`config.mk`:
```
export PLATFORM = sky130hd
export DESIGN_NAME = rtc_alarm_ctrl_flat
export DESIGN_NICKNAME = d
export VERILOG_FILES = /design/src/rtl/rtc_alarm_ctrl_if.sv /design/src/rtl/rtc_alarm_ctrl.sv /design/src/flat_wrapper.sv
export SDC_FILE = /design/constraint.sdc
export NUM_CORES = 1
export LEC_CHECK = 0
export CORE_ASPECT_RATIO = 1.1
export CORE_MARGIN = 3
export CORE_UTILIZATION = 38
export DETAILED_ROUTE_END_ITERATION = 12
export PLACE_DENSITY = 0.63
export SLEW_MARGIN = 0
export SYNTH_ARGS = -nofsm -noshare
export SYNTH_HDL_FRONTEND = slang
export SYNTH_SLANG_ARGS = --single-unit
```
`constraint.sdc`:
```
create_clock -name clk_i -period 4 [get_ports clk_i]
set_input_delay 0.6 -clock clk_i [delete_from_list [all_inputs] [get_ports clk_i]]
set_output_delay 0.6 -clock clk_i [all_outputs]
set_load 0.1 [all_outputs]
```
`src/rtl/rtc_alarm_ctrl_if.sv`:
```
`default_nettype none
// ============================================================================
//  Module   : rtc_alarm_ctrl_if
//  Function : Configuration and acknowledge bus for the RTC alarm controller.
//             The master writes alarm channels and acknowledges pending ones.
//  Revision : 1.0 - initial release
// ============================================================================
interface rtc_alarm_ctrl_if #(
  parameter int YEAR_W = 12,
  parameter int CH_W   = 2
);
  logic              cfg_we_i;
  logic [CH_W-1:0]   cfg_ch_i;
  logic [5:0]        cfg_sec_i;
  logic [5:0]        cfg_min_i;
  logic [5:0]        cfg_hour_i;
  logic [1:0]        cfg_mode_i;
  logic [2:0]        cfg_day_of_week_i;
  logic [4:0]        cfg_day_of_month_i;
  logic [3:0]        cfg_month_i;
  logic [YEAR_W-1:0] cfg_year_i;
  logic [7:0]        cfg_mask_i;
  logic              cfg_en_i;
  logic              cfg_periodic_i;
  logic              ack_i;
  logic [CH_W-1:0]   ack_ch_i;

  modport master (
    output cfg_we_i, cfg_ch_i, cfg_sec_i, cfg_min_i, cfg_hour_i, cfg_mode_i,
           cfg_day_of_week_i, cfg_day_of_month_i, cfg_month_i, cfg_year_i,
           cfg_mask_i, cfg_en_i, cfg_periodic_i, ack_i, ack_ch_i
  );

  modport slave (
    input  cfg_we_i, cfg_ch_i, cfg_sec_i, cfg_min_i, cfg_hour_i, cfg_mode_i,
           cfg_day_of_week_i, cfg_day_of_month_i, cfg_month_i, cfg_year_i,
           cfg_mask_i, cfg_en_i, cfg_periodic_i, ack_i, ack_ch_i
  );
endinterface
`default_nettype wire

```
`src/rtl/rtc_alarm_ctrl.sv`:
```
`default_nettype none
// ============================================================================
//  Module   : rtc_alarm_ctrl
//  Function : Multi-channel calendar alarm comparator. Each channel compares
//             the live RTC time against masked stored fields, fires on the
//             rising edge of a match and raises a sticky pending flag that
//             feeds a lowest-index-first interrupt request.
//  Revision : 1.0 - initial release
// ============================================================================
module rtc_alarm_ctrl #(
  parameter int NUM_CH = 4,
  parameter int YEAR_W = 12,
  parameter int CH_W   = (NUM_CH > 1) ? $clog2(NUM_CH) : 1
) (
  input  wire logic              clk_i,
  input  wire logic              rst_i,
  input  wire logic [5:0]        cur_sec_i,
  input  wire logic [5:0]        cur_min_i,
  input  wire logic [5:0]        cur_hour_i,
  input  wire logic [1:0]        cur_mode_i,
  input  wire logic [2:0]        cur_day_of_week_i,
  input  wire logic [4:0]        cur_day_of_month_i,
  input  wire logic [3:0]        cur_month_i,
  input  wire logic [YEAR_W-1:0] cur_year_i,
  rtc_alarm_ctrl_if.slave        bus,
  input  wire logic              irq_en_i,
  output logic [NUM_CH-1:0]      pending_o,
  output logic [NUM_CH-1:0]      armed_o,
  output logic                   irq_o,
  output logic [CH_W-1:0]        irq_id_o
);

  localparam logic [1:0] ST_DISABLED = 2'd0;
  localparam logic [1:0] ST_ARMED    = 2'd1;
  localparam logic [1:0] ST_FIRED    = 2'd2;

  logic [NUM_CH-1:0] armed_w;
  logic [NUM_CH-1:0] pending_w;

  generate
    for (genvar i = 0; i < NUM_CH; i++) begin : g_ch
      logic [1:0]        state_q, state_d;
      logic              prev_match_q, prev_match_d;
      logic              periodic_q;
      logic [7:0]        mask_q;
      logic [5:0]        sec_q, min_q, hour_q;
      logic [1:0]        mode_q;
      logic [2:0]        dow_q;
      logic [4:0]        dom_q;
      logic [3:0]        month_q;
      logic [YEAR_W-1:0] year_q;
      logic [7:0]        eq;
      logic              match;
      logic              cfg_hit;
      logic              ack_hit;
      logic              fire;

      // Out-of-range channel indices never equal any i, so they are ignored.
      assign cfg_hit = bus.cfg_we_i && (bus.cfg_ch_i == CH_W'(i));
      assign ack_hit = bus.ack_i    && (bus.ack_ch_i == CH_W'(i));

      assign eq[0] = (cur_sec_i          == sec_q);
      assign eq[1] = (cur_min_i          == min_q);
      assign eq[2] = (cur_hour_i         == hour_q);
      assign eq[3] = (cur_mode_i         == mode_q);
      assign eq[4] = (cur_day_of_week_i  == dow_q);
      assign eq[5] = (cur_day_of_month_i == dom_q);
      assign eq[6] = (cur_month_i        == month_q);
      assign eq[7] = (cur_year_i         == year_q);

      // Unmasked fields read as equal, so an all-zero mask always matches.
      assign match = &(eq | ~mask_q);
      assign fire  = armed_w[i] && match && !prev_match_q;

      // Channel state register with configuration load.
      always_ff @(posedge clk_i) begin
        if (rst_i) begin
          state_q      <= ST_DISABLED;
          prev_match_q <= 1'b0;
          periodic_q   <= 1'b0;
          mask_q       <= '0;
          sec_q        <= '0;
          min_q        <= '0;
          hour_q       <= '0;
          mode_q       <= '0;
          dow_q        <= '0;
          dom_q        <= '0;
          month_q      <= '0;
          year_q       <= '0;
        end else begin
          state_q      <= state_d;
          prev_match_q <= prev_match_d;
          if (cfg_hit) begin
            periodic_q <= bus.cfg_periodic_i;
            mask_q     <= bus.cfg_mask_i;
            sec_q      <= bus.cfg_sec_i;
            min_q      <= bus.cfg_min_i;
            hour_q     <= bus.cfg_hour_i;
            mode_q     <= bus.cfg_mode_i;
            dow_q      <= bus.cfg_day_of_week_i;
            dom_q      <= bus.cfg_day_of_month_i;
            month_q    <= bus.cfg_month_i;
            year_q     <= bus.cfg_year_i;
          end
        end
      end

      // Next state: a write overrides a fire, and a fire overrides an ack.
      always_comb begin
        state_d      = state_q;
        prev_match_d = match;
        if (cfg_hit) begin
          state_d      = bus.cfg_en_i ? ST_ARMED : ST_DISABLED;
          prev_match_d = 1'b0;
        end else if (fire) begin
          state_d = ST_FIRED;
        end else if (ack_hit && (state_q == ST_FIRED)) begin
          state_d = periodic_q ? ST_ARMED : ST_DISABLED;
        end
      end

      // A fired periodic channel stays armed so it can fire again.
      assign armed_w[i]   = (state_q == ST_ARMED) || ((state_q == ST_FIRED) && periodic_q);
      assign pending_w[i] = (state_q == ST_FIRED);
    end
  endgenerate

  // Output decode: flags, gated interrupt and lowest-index pending channel.
  always_comb begin
    armed_o   = armed_w;
    pending_o = pending_w;
    irq_o     = irq_en_i && (|pending_w);
    irq_id_o  = '0;
    for (int k = NUM_CH - 1; k >= 0; k--) begin
      if (pending_w[k]) irq_id_o = CH_W'(k);
    end
  end

endmodule
`default_nettype wire

```
`src/flat_wrapper.sv`:
```
// flat-port wrapper written by rule: the top's interface ports become plain ports
module rtc_alarm_ctrl_flat 
#(
  parameter int NUM_CH = 4,
  parameter int YEAR_W = 12,
  parameter int CH_W   = (NUM_CH > 1) ? $clog2(NUM_CH) : 1
)
  (clk_i, rst_i, cur_sec_i, cur_min_i, cur_hour_i, cur_mode_i, cur_day_of_week_i, cur_day_of_month_i, cur_month_i, cur_year_i, irq_en_i, pending_o, armed_o, irq_o, irq_id_o, bus_cfg_we_i, bus_cfg_ch_i, bus_cfg_sec_i, bus_cfg_min_i, bus_cfg_hour_i, bus_cfg_mode_i, bus_cfg_day_of_week_i, bus_cfg_day_of_month_i, bus_cfg_month_i, bus_cfg_year_i, bus_cfg_mask_i, bus_cfg_en_i, bus_cfg_periodic_i, bus_ack_i, bus_ack_ch_i);
  rtc_alarm_ctrl_if #(.YEAR_W(YEAR_W), .CH_W(CH_W)) bus_i ();
  input  wire logic clk_i;
  input  wire logic rst_i;
  input  wire logic [5:0] cur_sec_i;
  input  wire logic [5:0] cur_min_i;
  input  wire logic [5:0] cur_hour_i;
  input  wire logic [1:0] cur_mode_i;
  input  wire logic [2:0] cur_day_of_week_i;
  input  wire logic [4:0] cur_day_of_month_i;
  input  wire logic [3:0] cur_month_i;
  input  wire logic [YEAR_W-1:0] cur_year_i;
  input  wire logic irq_en_i;
  output logic [NUM_CH-1:0] pending_o;
  output logic [NUM_CH-1:0] armed_o;
  output logic irq_o;
  output logic [CH_W-1:0] irq_id_o;
  input wire logic [$bits(bus_i.cfg_we_i)-1:0] bus_cfg_we_i;
  input wire logic [$bits(bus_i.cfg_ch_i)-1:0] bus_cfg_ch_i;
  input wire logic [$bits(bus_i.cfg_sec_i)-1:0] bus_cfg_sec_i;
  input wire logic [$bits(bus_i.cfg_min_i)-1:0] bus_cfg_min_i;
  input wire logic [$bits(bus_i.cfg_hour_i)-1:0] bus_cfg_hour_i;
  input wire logic [$bits(bus_i.cfg_mode_i)-1:0] bus_cfg_mode_i;
  input wire logic [$bits(bus_i.cfg_day_of_week_i)-1:0] bus_cfg_day_of_week_i;
  input wire logic [$bits(bus_i.cfg_day_of_month_i)-1:0] bus_cfg_day_of_month_i;
  input wire logic [$bits(bus_i.cfg_month_i)-1:0] bus_cfg_month_i;
  input wire logic [$bits(bus_i.cfg_year_i)-1:0] bus_cfg_year_i;
  input wire logic [$bits(bus_i.cfg_mask_i)-1:0] bus_cfg_mask_i;
  input wire logic [$bits(bus_i.cfg_en_i)-1:0] bus_cfg_en_i;
  input wire logic [$bits(bus_i.cfg_periodic_i)-1:0] bus_cfg_periodic_i;
  input wire logic [$bits(bus_i.ack_i)-1:0] bus_ack_i;
  input wire logic [$bits(bus_i.ack_ch_i)-1:0] bus_ack_ch_i;
  assign bus_i.cfg_we_i = bus_cfg_we_i;
  assign bus_i.cfg_ch_i = bus_cfg_ch_i;
  assign bus_i.cfg_sec_i = bus_cfg_sec_i;
  assign bus_i.cfg_min_i = bus_cfg_min_i;
  assign bus_i.cfg_hour_i = bus_cfg_hour_i;
  assign bus_i.cfg_mode_i = bus_cfg_mode_i;
  assign bus_i.cfg_day_of_week_i = bus_cfg_day_of_week_i;
  assign bus_i.cfg_day_of_month_i = bus_cfg_day_of_month_i;
  assign bus_i.cfg_month_i = bus_cfg_month_i;
  assign bus_i.cfg_year_i = bus_cfg_year_i;
  assign bus_i.cfg_mask_i = bus_cfg_mask_i;
  assign bus_i.cfg_en_i = bus_cfg_en_i;
  assign bus_i.cfg_periodic_i = bus_cfg_periodic_i;
  assign bus_i.ack_i = bus_ack_i;
  assign bus_i.ack_ch_i = bus_ack_ch_i;
  rtc_alarm_ctrl #(.NUM_CH(NUM_CH), .YEAR_W(YEAR_W), .CH_W(CH_W)) u_core (.clk_i(clk_i), .rst_i(rst_i), .cur_sec_i(cur_sec_i), .cur_min_i(cur_min_i), .cur_hour_i(cur_hour_i), .cur_mode_i(cur_mode_i), .cur_day_of_week_i(cur_day_of_week_i), .cur_day_of_month_i(cur_day_of_month_i), .cur_month_i(cur_month_i), .cur_year_i(cur_year_i), .bus(bus_i), .irq_en_i(irq_en_i), .pending_o(pending_o), .armed_o(armed_o), .irq_o(irq_o), .irq_id_o(irq_id_o));
endmodule
```
==> impl_metrics.csv <==
group,metric,value,unit
cts,path_clk_slew,0.06,ns
detailed_routing,first_pass_iters,5,
cells_and_area,fillers,2537,
power,pwr-share-clk,42.0,%
die,initial_core_util,39.1,%
cts,cts.sinks,224,
global_routing,grt_pass1_vias,8262,
cts,cts_tree,"built",
synthesis,synthTopCellsByArea,"dfxtp_1, nand2_1, a21oi_1",
sta,max_slew_margin,30.5,%
synthesis,ys_warn_count,0,
power,comb_power_share,11.6,%
sta,fin_ws,0.820,ns
synthesis,async_flop_share,0,%
synthesis,synth_edf_count,0,
sta,hold_viol,0,
cts,post_cts_buffers,0,
die,die_y,176,µm
sta,hold_ws,0.455,ns
cells_and_area,fin_nets,1435,
cells_and_area,drive_gt1_share,5.20,%
critical_path,critPathLaunchType,"flop",
sta,setup_tns,0,ns
synthesis,ys_ff_latch,224,
place,io_buffer_count,117,
sta,setup_viol,0,
run_status,outcome,"finished, final reports clean",
critical_path,crit_path_cell_trace,"mux2i_1, clkdlybuf4s50_1",
cts,cts_buffers,24,
critical_path,worstPathRequired,3.40,ns
power,p_int,0.00381,W
cts,ctsResizeCount,0,
detailed_routing,drc_errors,0,
critical_path,crit_buf_inv,1,
power,ir_drop,0.231,mV
synthesis,syn_inst,1268,
synthesis,synth_common_cells,"nand2_1, dfxtp_1, a21oi_1",
global_routing,overflow,0,
place,dpl.hpwl,18900,µm
sta,fin_skew,0.0100,ns
place,place_congestion,0.842,
cells_and_area,stdcell_area,12100,µm²
cts,ctsHoldBuffers,0,
critical_path,cp-end-kind,"primary output",
critical_path,arrival,2.58,ns
cts,clock_path_buffers,3,
detailed_routing,wl_per_cell,16.6,µm
synthesis,synth.most_common_cell,"nand2_1",
cts,clock_latency,0.52,ns
cells_and_area,antenna_cells,0,
global_routing,grt_max_degree,101,
critical_path,critical_path_class,"reg2out",
sta,fin_crit,3.18,ns
critical_path,critPathTopFamily,"buffers and inverters",
synthesis,yosysTopAreaCellShare,44.8,%
die,die_w,161,µm
synthesis,synth_seq_area_share,44.8,%
power,p_switching,0.00128,W
global_routing,track_usage,19.4,%
die,num_io_pins,118,
detailed_routing,num_vias,8490,
synthesis,yosysUniqueCellTypes,42,
cts,cts_root_buf,"clkbuf_16",
cells_and_area,area_growth,21.3,%
detailed_routing,vias_per_cell,5.02,
detailed_routing,ant_nets,0,
cells_and_area,final_core_util,47.5,%
synthesis,synth_top_area_cell,"dfxtp_1",
die,design.die.area,28300,µm²
die,coreArea,25600,µm²
detailed_routing,wl,28000,µm
place,dp_slack,0.910,ns
critical_path,max_stage_delay,1.22,ns
power,switching_share,25.1,%
synthesis,netlist_area,10000,µm²
cts,cts_htree_levels,1,
synthesis,ys.flop_type,"dfxtp_1",
die,rows,61,
critical_path,cp_slowest_cell,"clkdlybuf4s50_1",
critical_path,worstPathMaxFanout,4,
global_routing,antenna_found_initial,1,
sta,rsz0062_at_grt,"no",
sta,fmax,314,MHz
detailed_routing,drtIter0Drc,554,
flow_run,max_cap_violations,0,
sta,period_share,79.5,%
synthesis,avgSynthCellArea,7.89,µm²
power,seqPwrFrac,46.3,%
synthesis,syn_nets,1375,
place,placed_cell_area,11400,µm²
power,p_per_area,420,nW/µm²
sta,slew_viol_final,0,
power,power.leakage,4.18,nW
hold_path,hold_class,"reg2reg",
global_routing,grt_pass1_wl,44400,µm
sta,worst_pin_slew,1.04,ns
-- metal layers --
layer  global-route usage [%]  wire length (µm)
met1                     26.5             13100
met2                     32.2             12900
met3                     2.79              1390
met4                     5.02               618
met5                        0                13
-- worst min-delay path: stages (launching register included) --
cell and delay (ns):
dfxtp_1 0.31, nand2_1 0.05, a21oi_1 0.05
-- power groups by stage --
stage / Sequential (W) / Combinational (W) / Clock, W
after floorplan: 0.00240 / 0.000352 / 0
after global placement: 0.00241 / 0.000588 / 0
after detailed placement: 0.00241 / 0.000594 / 0
after CTS: 0.00236 / 0.000596 / 0.00220
after global routing: 0.00237 / 0.000649 / 0.00227
final: 0.00236 / 0.000593 / 0.00214
-- cells by family (layout without fill, tap and decap cells) --
group           after synthesis  after routing  share of synthesized area (%)
xor+xnor                    176            176                           15.5
flops                       224            224                           44.8
compound gates              260            260                           14.3
simple gates                503            503                           20.7
buf+inv                     101            178                           4.36
mux                           4              4                          0.400
-- worst paths after layout --
kind                                  start                   endpoint  slack (ns)  depth (start not counted)
setup / recovery  u_core.g_ch[2].state_q[0]                 armed_o[2]        0.82                          2
hold / removal     u_core.g_ch[2].mask_q[6]   u_core.g_ch[2].mask_q[6]        0.46                          2
hold reg to reg    u_core.g_ch[2].mask_q[6]   u_core.g_ch[2].mask_q[6]        0.46                          2
setup reg to reg   u_core.g_ch[2].year_q[0]  u_core.g_ch[2].state_q[0]        1.73                          6
-- layout by cell type (no fill, tap or decap), drive strengths merged, types with 2 or more instances in the layout --
| cell type | instances |
|---|---|
| o21bai | 2 |
| buf | 19 |
| nor2b | 4 |
| clkdlybuf4s50 | 114 |
| clkbuf | 37 |
| mux2i | 4 |
| or4b | 3 |
| o31ai | 23 |
| inv | 2 |
| a31o | 2 |
| a211oi | 2 |
| xnor2 | 99 |
| nand3 | 8 |
| a21oi | 213 |
| dfxtp | 224 |
| a21boi | 2 |
| nor4 | 6 |
| o41ai | 5 |
| o2bb2ai | 2 |
| o21ai | 6 |
| clkinv | 5 |
| nand4 | 28 |
| nor2 | 8 |
| nand2 | 431 |
| nand3b | 2 |
| nor3 | 5 |
| xor2 | 77 |
-- state kept, by name, indices dropped and copies added (netlist names) --
| register | count |
|---|---|
| u_core.g_ch.dom_q | 20 |
| u_core.g_ch.dow_q | 12 |
| u_core.g_ch.hour_q | 24 |
| u_core.g_ch.mask_q | 32 |
| u_core.g_ch.min_q | 24 |
| u_core.g_ch.mode_q | 8 |
| u_core.g_ch.month_q | 16 |
| u_core.g_ch.periodic_q | 4 |
| u_core.g_ch.prev_match_q | 4 |
| u_core.g_ch.sec_q | 24 |
| u_core.g_ch.state_q | 8 |
| u_core.g_ch.year_q | 48 |
-- per-stage QoR --
| stage | instances | total power [W] |
|---|---|---|
| global placement | 1648 | 0.00299 |
| detailed placement | 1648 | 0.00300 |
| finish | 1691 | 0.00509 |
| floorplan | 1268 | 0.00275 |
| global route | 1691 | 0.00529 |
| CTS | 1691 | 0.00515 |
-- layout make-up --
cell class                 count  area, µm²  area share (%)
multi-input combinational    943       5120            42.2
sequential                   224       4480            37.0
timing repair buffer         133       1330            10.9
clock buffer                  37        731            6.02
tap                          346        433            3.57
clock inverter                 6       32.5           0.268
inverter                       2       7.51          0.0619
(Power assumes the default switching activity.)
